$ cat config.mk
export PLATFORM = sky130hd
export DESIGN_NAME = mem_lsu
export DESIGN_NICKNAME = d
export VERILOG_FILES = /design/src/rtl/mem_lsu.sv
export SDC_FILE = /design/constraint.sdc
export NUM_CORES = 1
export LEC_CHECK = 0
export ABC_AREA = 1
export BUFFER_PORTS_ARGS = -buffer_cell sky130_fd_sc_hd__clkbuf_2
export CAP_MARGIN = 20
export CORE_AREA = 2 2 164 166
export CTS_CLUSTER_SIZE = 25
export DETAILED_ROUTE_END_ITERATION = 8
export DIE_AREA = 0 0 166 168
export PLACE_DENSITY = 0.77
export SYNTH_ARGS = -nofsm -noshare
export SYNTH_HDL_FRONTEND = slang
export SYNTH_SLANG_ARGS = --single-unit
export TNS_END_PERCENT = 50
$ cat constraint.sdc
create_clock -name clk -period 2.6 [get_ports clk]
set_input_delay 0.52 -clock clk [delete_from_list [all_inputs] [get_ports clk]]
set_output_delay 0.52 -clock clk [all_outputs]
set_load 0.02 [all_outputs]
$ cat src/rtl/mem_lsu.sv
// mem_lsu: memory stage between execute and writeback.
// Ports:
//   clk, rst_n                 clock, asynchronous active-low reset
//   mem_lsu_in_*               execute operation in (valid/ready); res_data is the
//                              effective address for loads/stores, ALU result otherwise
//   mem_lsu_req_*              data-bus request (valid/ready), 8-byte aligned with strobes
//   mem_lsu_resp_*             data-bus response (read data or write ack)
//   mem_lsu_out_*              registered writeback result (valid/ready)
module mem_lsu #(
    parameter int unsigned DATA_W     = 64,
    parameter int unsigned REG_ADDR_W = 5
) (
    input  logic                  clk,
    input  logic                  rst_n,
    input  logic                  mem_lsu_in_valid_i,
    output logic                  mem_lsu_in_ready_o,
    input  logic                  mem_lsu_load_i,
    input  logic                  mem_lsu_store_i,
    input  logic [1:0]            mem_lsu_size_i,
    input  logic                  mem_lsu_unsigned_i,
    input  logic [DATA_W-1:0]     mem_lsu_res_data_i,
    input  logic [DATA_W-1:0]     mem_lsu_store_data_i,
    input  logic [REG_ADDR_W-1:0] mem_lsu_rd_addr_i,
    input  logic                  mem_lsu_rd_wen_i,
    output logic                  mem_lsu_req_valid_o,
    input  logic                  mem_lsu_req_ready_i,
    output logic                  mem_lsu_req_wen_o,
    output logic [DATA_W-1:0]     mem_lsu_req_addr_o,
    output logic [DATA_W-1:0]     mem_lsu_req_wdata_o,
    output logic [7:0]            mem_lsu_req_wmask_o,
    input  logic                  mem_lsu_resp_valid_i,
    input  logic [DATA_W-1:0]     mem_lsu_resp_rdata_i,
    output logic                  mem_lsu_out_valid_o,
    input  logic                  mem_lsu_out_ready_i,
    output logic [DATA_W-1:0]     mem_lsu_out_data_o,
    output logic [REG_ADDR_W-1:0] mem_lsu_out_rd_addr_o,
    output logic                  mem_lsu_out_rd_wen_o,
    output logic                  mem_lsu_out_misalign_o
);

    localparam int unsigned NB_LANES = 8;
    localparam int unsigned OFF_W    = 3;
    localparam int unsigned SH_W     = 6;

    typedef enum logic [1:0] {
        ST_IDLE = 2'd0,
        ST_REQ  = 2'd1,
        ST_RESP = 2'd2
    } state_e;

    state_e                  state_q, state_d;
    logic [DATA_W-1:0]       req_addr_q, req_addr_d;
    logic [DATA_W-1:0]       req_wdata_q, req_wdata_d;
    logic [NB_LANES-1:0]     req_wmask_q, req_wmask_d;
    logic                    req_wen_q, req_wen_d;
    logic [OFF_W-1:0]        off_q, off_d;
    logic [1:0]              size_q, size_d;
    logic                    uns_q, uns_d;
    logic [REG_ADDR_W-1:0]   op_rd_addr_q, op_rd_addr_d;
    logic                    op_rd_wen_q, op_rd_wen_d;
    logic                    out_valid_q, out_valid_d;
    logic [DATA_W-1:0]       out_data_q, out_data_d;
    logic [REG_ADDR_W-1:0]   out_rd_addr_q, out_rd_addr_d;
    logic                    out_rd_wen_q, out_rd_wen_d;
    logic                    out_misalign_q, out_misalign_d;

    logic [OFF_W-1:0]        in_off_c;
    logic                    in_is_mem_c;
    logic                    in_misalign_c;
    logic [NB_LANES-1:0]     in_mask_c;
    logic [SH_W-1:0]         in_sh_c;
    logic [SH_W-1:0]         ld_sh_c;
    logic [DATA_W-1:0]       ld_shifted_c;
    logic [DATA_W-1:0]       ld_data_c;

    assign in_off_c    = mem_lsu_res_data_i[OFF_W-1:0];
    assign in_is_mem_c = mem_lsu_load_i | mem_lsu_store_i;
    assign in_sh_c     = {in_off_c, 3'b000};

    // Alignment check and unshifted byte-strobe pattern by access size
    always_comb begin
        in_misalign_c = 1'b0;
        in_mask_c     = '0;
        case (mem_lsu_size_i)
            2'b00: begin
                in_mask_c     = 8'h01;
            end
            2'b01: begin
                in_mask_c     = 8'h03;
                in_misalign_c = in_off_c[0];
            end
            2'b10: begin
                in_mask_c     = 8'h0F;
                in_misalign_c = |in_off_c[1:0];
            end
            default: begin
                in_mask_c     = 8'hFF;
                in_misalign_c = |in_off_c;
            end
        endcase
    end

    // Load formatting: move the addressed bytes to lane 0, then extend
    assign ld_sh_c      = {off_q, 3'b000};
    assign ld_shifted_c = mem_lsu_resp_rdata_i >> ld_sh_c;

    always_comb begin
        ld_data_c = ld_shifted_c;
        case (size_q)
            2'b00:   ld_data_c = {{(DATA_W-8){ld_shifted_c[7]  & ~uns_q}}, ld_shifted_c[7:0]};
            2'b01:   ld_data_c = {{(DATA_W-16){ld_shifted_c[15] & ~uns_q}}, ld_shifted_c[15:0]};
            2'b10:   ld_data_c = {{(DATA_W-32){ld_shifted_c[31] & ~uns_q}}, ld_shifted_c[31:0]};
            default: ld_data_c = ld_shifted_c;
        endcase
    end

    // Next-state and output-register logic
    always_comb begin
        state_d            = state_q;
        req_addr_d         = req_addr_q;
        req_wdata_d        = req_wdata_q;
        req_wmask_d        = req_wmask_q;
        req_wen_d          = req_wen_q;
        off_d              = off_q;
        size_d             = size_q;
        uns_d              = uns_q;
        op_rd_addr_d       = op_rd_addr_q;
        op_rd_wen_d        = op_rd_wen_q;
        out_valid_d        = out_valid_q;
        out_data_d         = out_data_q;
        out_rd_addr_d      = out_rd_addr_q;
        out_rd_wen_d       = out_rd_wen_q;
        out_misalign_d     = out_misalign_q;
        mem_lsu_in_ready_o = 1'b0;

        // Writeback consumed the held result; a same-cycle load below overrides
        if (out_valid_q && mem_lsu_out_ready_i) begin
            out_valid_d = 1'b0;
        end

        case (state_q)
            ST_IDLE: begin
                mem_lsu_in_ready_o = !out_valid_q || mem_lsu_out_ready_i;
                if (mem_lsu_in_valid_i && mem_lsu_in_ready_o) begin
                    if (!in_is_mem_c || in_misalign_c) begin
                        // ALU pass-through, or a faulting access reported without bus traffic
                        out_valid_d    = 1'b1;
                        out_data_d     = mem_lsu_res_data_i;
                        out_rd_addr_d  = mem_lsu_rd_addr_i;
                        out_rd_wen_d   = mem_lsu_rd_wen_i && !in_is_mem_c;
                        out_misalign_d = in_is_mem_c;
                    end else begin
                        req_addr_d   = {mem_lsu_res_data_i[DATA_W-1:OFF_W], 3'b000};
                        req_wdata_d  = mem_lsu_store_data_i << in_sh_c;
                        req_wmask_d  = in_mask_c << in_off_c;
                        req_wen_d    = mem_lsu_store_i;
                        off_d        = in_off_c;
                        size_d       = mem_lsu_size_i;
                        uns_d        = mem_lsu_unsigned_i;
                        op_rd_addr_d = mem_lsu_rd_addr_i;
                        op_rd_wen_d  = mem_lsu_rd_wen_i;
                        state_d      = ST_REQ;
                    end
                end
            end
            ST_REQ: begin
                if (mem_lsu_req_ready_i) begin
                    state_d = ST_RESP;
                end
            end
            ST_RESP: begin
                if (mem_lsu_resp_valid_i) begin
                    state_d        = ST_IDLE;
                    out_valid_d    = 1'b1;
                    out_data_d     = req_wen_q ? '0 : ld_data_c;
                    out_rd_addr_d  = op_rd_addr_q;
                    out_rd_wen_d   = op_rd_wen_q && !req_wen_q;
                    out_misalign_d = 1'b0;
                end
            end
            default: begin
                state_d = ST_IDLE;
            end
        endcase
    end

    // State and datapath registers
    always_ff @(posedge clk or negedge rst_n) begin
        if (!rst_n) begin
            state_q        <= ST_IDLE;
            req_addr_q     <= '0;
            req_wdata_q    <= '0;
            req_wmask_q    <= '0;
            req_wen_q      <= 1'b0;
            off_q          <= '0;
            size_q         <= '0;
            uns_q          <= 1'b0;
            op_rd_addr_q   <= '0;
            op_rd_wen_q    <= 1'b0;
            out_valid_q    <= 1'b0;
            out_data_q     <= '0;
            out_rd_addr_q  <= '0;
            out_rd_wen_q   <= 1'b0;
            out_misalign_q <= 1'b0;
        end else begin
            state_q        <= state_d;
            req_addr_q     <= req_addr_d;
            req_wdata_q    <= req_wdata_d;
            req_wmask_q    <= req_wmask_d;
            req_wen_q      <= req_wen_d;
            off_q          <= off_d;
            size_q         <= size_d;
            uns_q          <= uns_d;
            op_rd_addr_q   <= op_rd_addr_d;
            op_rd_wen_q    <= op_rd_wen_d;
            out_valid_q    <= out_valid_d;
            out_data_q     <= out_data_d;
            out_rd_addr_q  <= out_rd_addr_d;
            out_rd_wen_q   <= out_rd_wen_d;
            out_misalign_q <= out_misalign_d;
        end
    end

    assign mem_lsu_req_valid_o    = (state_q == ST_REQ);
    assign mem_lsu_req_wen_o      = req_wen_q;
    assign mem_lsu_req_addr_o     = req_addr_q;
    assign mem_lsu_req_wdata_o    = req_wdata_q;
    assign mem_lsu_req_wmask_o    = req_wmask_q;
    assign mem_lsu_out_valid_o    = out_valid_q;
    assign mem_lsu_out_data_o     = out_data_q;
    assign mem_lsu_out_rd_addr_o  = out_rd_addr_q;
    assign mem_lsu_out_rd_wen_o   = out_rd_wen_q;
    assign mem_lsu_out_misalign_o = out_misalign_q;

endmodule

==> impl_metrics.env, run 1 <==
export IMPL_relSlewSlack=0.4814
export IMPL_slew_violations=0
export IMPL_grt_pass1_wl_um=73350
export IMPL_crit_slowest_cell="dfrtp_1"
export IMPL_synth_area_um2=12520
export IMPL_yosysTopAreaCell="dfrtp_1"
export IMPL_gp_congestion=0.9650
export IMPL_rsz0062_at_grt="false"
export IMPL_clockRootBuffer="clkbuf_16"
export IMPL_drt_pass1_iter_count=7
export IMPL_vias_per_cell=5.466
export IMPL_synthesis_instances=1803
export IMPL_path_max_fanout=58
export IMPL_ys_ff_latch=220
export IMPL_cpMostUsedCell="nand3_1"
export IMPL_die_h_um=168
export IMPL_synth_edf_count=0
export IMPL_postLayoutCoreUtil=0.5999
export IMPL_grt_pass1_vias=13222
export IMPL_cts_buffers=25
export IMPL_grt_max_degree=81
export IMPL_dieArea_um2=27890
export IMPL_final_area_um2=15810
export IMPL_wire_per_inst_um=18.91
export IMPL_min_path_type="in2reg"
export IMPL_critical_path_class="reg2reg"
export IMPL_synth_area_leaders="dfrtp_1, nand2_1, a21oi_1, o21ai_0, nand3_1"
export IMPL_slowest_delay_ps=430
export IMPL_cts_max_path_buffers=3
export IMPL_synthDistinctLibCells=31
export IMPL_synthFlopType="dfrtp_1"
export IMPL_dp_cells=2467
export IMPL_die_w_um=166
export IMPL_finClkSkew_ps=7.114
export IMPL_final_layout_size_suffix_gt1_frac=0.2520
export IMPL_p_per_area_nw_per_um2=1203
export IMPL_synthTopCellsByCount="nand2_1, dfrtp_1, a21oi_1"
export IMPL_cpLargestDelayFamily="simple AND/OR/NAND/NOR gates"
export IMPL_cts_tree="done"
export IMPL_async_reset_ff_frac=1.000
export IMPL_endpoint_kind="flop"
export IMPL_boundaryPins=420
export IMPL_clk_latency_ps=520
export IMPL_drt_total_wl_um=47560
export IMPL_hold_viol=0
export IMPL_initialDrtViolationCount=1384
export IMPL_design_core_area_um2=26350
export IMPL_route_antenna_remaining_nets=0
export IMPL_fillers=2520
export IMPL_crit_chain="buf_12, nand2_1, nand3_1, nand3_1, nand2_1, nand2_2, nand2_4, inv_2, nand2_2, buf_12, nand3_1, a21oi_1"
export IMPL_layout_area_seq_um2=5505
export IMPL_fin_setup_tns_ps=0
export IMPL_clkSinkCount=220
export IMPL_remaining_drc_errors=0
export IMPL_clk_pin_slew_ps=60
export IMPL_fin_nets=2363
export IMPL_yosysMostFrequentCell="nand2_1"
export IMPL_stdcell_count=2515
export IMPL_critPathLaunchType="flop"
export IMPL_ys_warn_count=0
export IMPL_status="finished, final reports clean"
export IMPL_dpl_hpwl_um=35610
export IMPL_required_ps=3050
export IMPL_multi_input_area_um2=6223
export IMPL_grt_overflow=0
export IMPL_rows=60
export IMPL_grt_antenna_before_repair=7
export IMPL_critPathArrivalTime_ps=2850
export IMPL_finalCriticalPeriod_ps=2407
export IMPL_synthToLayoutAreaGrowth_pct=26.30
export IMPL_vdd_drop_max_mv=0.7343
export IMPL_seq_area_frac_synth=0.4399
export IMPL_min_period_over_period=0.9259
export IMPL_setup_violations=0
export IMPL_portBuffers=416
export IMPL_cts_htree_levels=1
export IMPL_tightest_slew_ps=777.9
export IMPL_vias=13747
export IMPL_initial_utilization=0.4750
export IMPL_placed_area_um2=14960
export IMPL_worst_path_buf_inv=3
export IMPL_avgSynthCellArea_um2=6.942
export IMPL_track_usage=0.3299
export IMPL_yosysTopAreaCellShare=0.4399
export IMPL_drv_cap=0
export IMPL_fmax_ghz=0.4154
export IMPL_p_leak_nw=8.257
-- what timing repair did --
action	4_1_cts	5_1_grt
buffers inserted	0	0
hold buffers	1	0
resized for setup	0	2
endpoints found under the setup margin	0	1
endpoints found under the hold margin	1	0
-- worst paths after layout --
check                                        from                      end  slack (ps)  cells past startpoint
setup reg to reg                         off_q[0]   mem_lsu_out_data_o[39]         190                     12
hold reg to reg            mem_lsu_req_addr_o[23]   mem_lsu_req_addr_o[23]         470                      2
setup / recovery                         off_q[0]   mem_lsu_out_data_o[39]         190                     12
min in group asynchronous                   rst_n  mem_lsu_req_wdata_o[54]         570                      2
hold / removal             mem_lsu_res_data_i[24]   mem_lsu_req_addr_o[24]         220                      3
max in group asynchronous                   rst_n  mem_lsu_req_wdata_o[13]        1210                      3
-- per-stage QoR --
step	setup slack, ps	hold slack, ps	power, mW
floorplan	596.1	224.4	11.83
global placement	166.1	452.9	15.29
detailed placement	164.9	457.5	15.44
CTS	200.0	204.0	19.03
global route	43.63	215.1	20.22
finish	192.6	220.4	19.01
-- cells in the final DEF (no fill, tap or decap), types with 5 or more instances in the layout --
cell type	n
a21oi_1	158
and2_1	5
buf_12	15
buf_4	31
clkbuf_16	25
clkbuf_2	415
clkbuf_8	6
dfrtp_1	220
diode_2	7
inv_1	41
inv_2	5
mux2i_1	7
nand2_1	710
nand3_1	139
nor2_1	95
o211ai_1	28
o21a_1	6
o21ai_0	152
o21ai_1	37
o311ai_0	7
or2_2	30
-- final cells by class --
class                           count  share of cell area
Clock inverter                      7            0.005857
Tap cell                          341             0.02699
Multi-Input combinational cell   1395              0.3937
Timing Repair Buffer              463              0.1667
Sequential cell                   220              0.3483
Clock buffer                       33             0.04527
Antenna cell                        7            0.001108
Inverter                           49             0.01211
-- flip-flops by register name, indices dropped and copies added, names as in the netlist --
name / flops
mem_lsu_out_rd_addr_o: 5
mem_lsu_req_wdata_o: 64
size_q: 2
op_rd_addr_q: 5
mem_lsu_req_wmask_o: 8
mem_lsu_out_data_o: 64
mem_lsu_out_misalign_o: 1
off_q: 3
state_q: 2
uns_q: 1
op_rd_wen_q: 1
mem_lsu_out_rd_wen_o: 1
mem_lsu_req_addr_o: 61
mem_lsu_out_valid_o: 1
mem_lsu_req_wen_o: 1
-- worst min-delay path, delay by kind of cell --
family | cells | cell delay (ps)
buffers and inverters | 1 | 90
AND/OR/NAND/NOR | 2 | 100
-- where the power goes --
group | internal (mW) | total (mW) | switching, mW | leakage, nW
Combinational | 2.98 | 9.55 | 6.57 | 5.16
Clock | 2.11 | 3.53 | 1.42 | 0.402
Sequential | 4.94 | 5.93 | 0.990 | 2.69
-- kinds of logic after synthesis --
| group | count (synthesis) | synth area share |
|---|---|---|
| compound gates | 397 | 0.1697 |
| simple gates | 988 | 0.3200 |
| flops | 220 | 0.4399 |
| mux | 7 | 0.005599 |
| buf+inv | 190 | 0.06448 |
| other cells | 1 | 0.0002996 |
-- layer usage --
| layer | part of all wire | wire (um) | GRT usage |
|---|---|---|---|
| met1 | 0.39 | 18590 | 0.4080 |
| met2 | 0.49 | 23210 | 0.5695 |
| met3 | 0.077 | 3671 | 0.05877 |
| met4 | 0.044 | 2082 | 0.1418 |
| met5 | 0.00034 | 16 | 0 |
Note: power is estimated with default switching activity, not from simulation.
==> run 2, diff against run 1 <==
Settings changed: CTS_BUF_LIST from default to sky130_fd_sc_hd__clkbuf_4 sky130_fd_sc_hd__clkbuf_8 sky130_fd_sc_hd__clkbuf_16.
==> impl_metrics.env, run 2 (synthesis results as in run 1) <==
export IMPL_status="finished, final reports clean"
export IMPL_drv_cap=0
export IMPL_rsz0062_at_grt="false"
export IMPL_finalCriticalPeriod_ps=2384
export IMPL_fin_nets=2363
export IMPL_placed_area_um2=14960
export IMPL_final_common_cell="nand2_1"
export IMPL_cts_tree="done"
export IMPL_endpoint_kind="flop"
export IMPL_clkSinkCount=220
export IMPL_clockRootBuffer="clkbuf_16"
export IMPL_final_layout_size_suffix_gt1_frac=0.2529
export IMPL_critPathLaunchType="flop"
export IMPL_cts_buffers=25
export IMPL_finClkSkew_ps=7.978
export IMPL_worst_r2r_setup_slack_ps=220
export IMPL_fillers=2518
export IMPL_critical_path_class="reg2reg"
export IMPL_preCtsSetupSlack_ps=164.9
export IMPL_cts_max_path_buffers=3
export IMPL_p_leak_nw=8.263
export IMPL_dpl_hpwl_um=35610
export IMPL_grt_max_degree=81
export IMPL_grt_overflow=0
export IMPL_hold_viol=0
export IMPL_design_core_area_um2=26350
export IMPL_gp_congestion=0.9650
export IMPL_final_cell_mix="nand2_1, clkbuf_2, dfrtp_1, a21oi_1, o21ai_0"
export IMPL_initial_utilization=0.4750
export IMPL_die_w_um=166
export IMPL_layout_setup_ws_ps=216.3
export IMPL_p_per_area_nw_per_um2=1203
export IMPL_grt_pass1_vias=13222
export IMPL_remaining_drc_errors=0
export IMPL_boundaryPins=420
export IMPL_synthToLayoutAreaGrowth_pct=26.36
export IMPL_path_max_fanout=58
export IMPL_min_period_over_period=0.9168
export IMPL_fmax_ghz=0.4195
export IMPL_fin_setup_tns_ps=0
export IMPL_vias_per_cell=5.473
export IMPL_setup_violations=0
export IMPL_postCtsSetupBuffers=0
export IMPL_finalPower_mw=19.02
export IMPL_min_path_type="in2reg"
export IMPL_portBuffers=416
export IMPL_grt_pass1_wl_um=73350
export IMPL_slew_violations=0
export IMPL_grt_antenna_before_repair=7
export IMPL_vdd_drop_max_mv=0.7343
export IMPL_final_area_um2=15820
export IMPL_relSlewSlack=0.4803
export IMPL_rows=60
export IMPL_clk_pin_slew_ps=60
export IMPL_drt_total_wl_um=47510
export IMPL_drt_pass1_iter_count=5
export IMPL_die_h_um=168
export IMPL_critPathArrivalTime_ps=2830
export IMPL_wire_per_inst_um=18.89
export IMPL_cts_htree_levels=1
export IMPL_dieArea_um2=27890
export IMPL_route_antenna_remaining_nets=0
export IMPL_track_usage=0.3299
export IMPL_vias=13764
export IMPL_tightest_slew_ps=779.5
export IMPL_required_ps=3050
export IMPL_initialDrtViolationCount=1388
export IMPL_clk_latency_ps=520
==> run 2: cell counts in the layout (fill, tap and decap cells not counted) <==
Identical to the previous run, type by type.
==> run 2: metrics by stage <==
step | cells | hold WS (ps) | utilization
finish | 2515 | 219.4 | 0.6002
floorplan | 1805 | 224.4 | -
global route | 2514 | 215.1 | 0.6001
CTS | 2508 | 204.0 | 0.5992
global placement | 2467 | 452.9 | 0.5679
detailed placement | 2467 | 457.5 | 0.5679
==> run 2: where the power goes <==
group	switching, mW	internal (mW)
registers	0.989	4.94
clock network	1.42	2.13
logic	6.55	2.98
==> run 2: final timing paths <==
path / endpoint / cells after the start / from
min in group asynchronous: mem_lsu_req_wdata_o[54] / 2 / rst_n
max in group asynchronous: mem_lsu_req_wdata_o[27] / 3 / rst_n
max: mem_lsu_out_data_o[39] / 12 / off_q[0]
max reg2reg: mem_lsu_out_data_o[39] / 12 / off_q[0]
min: mem_lsu_req_addr_o[24] / 3 / mem_lsu_res_data_i[24]
min reg2reg: mem_lsu_req_addr_o[23] / 2 / mem_lsu_req_addr_o[23]
==> run 2: final cells by class <==
type,instances,area [um2],share of cell area
Tap cell,341,426.7,0.02698
Sequential cell,220,5505,0.3481
Clock inverter,7,92.59,0.005854
Antenna cell,7,17.52,0.001108
Multi-Input combinational cell,1395,6223,0.3935
Inverter,49,191.4,0.01210
Clock buffer,33,723.2,0.04573
Timing Repair Buffer,463,2635,0.1666
==> run 2: critical path: stages, from the launching register on <==
cell	delay [ps]
dfrtp_1	430
buf_12	260
nand2_1	110
nand3_1	120
nand3_1	80
nand2_1	190
nand2_2	210
nand2_4	180
inv_2	120
nand2_2	100
buf_12	170
nand3_1	160
a21oi_1	170
==> run 2: what timing repair did <==
item                       4_1_cts  5_1_grt
setup endpoints to repair        0        1
resized for setup                0        2
hold buffers                     1        0
hold endpoints to repair         1        0
==> run 2: per-layer routing <==
metal	track usage	vias up	wire (um)
met4	0.1418	2	2135
met3	0.05877	120	3594
met1	0.4080	6412	18650
met5	0	-	16
li1	-	6590	-
met2	0.5695	640	23120
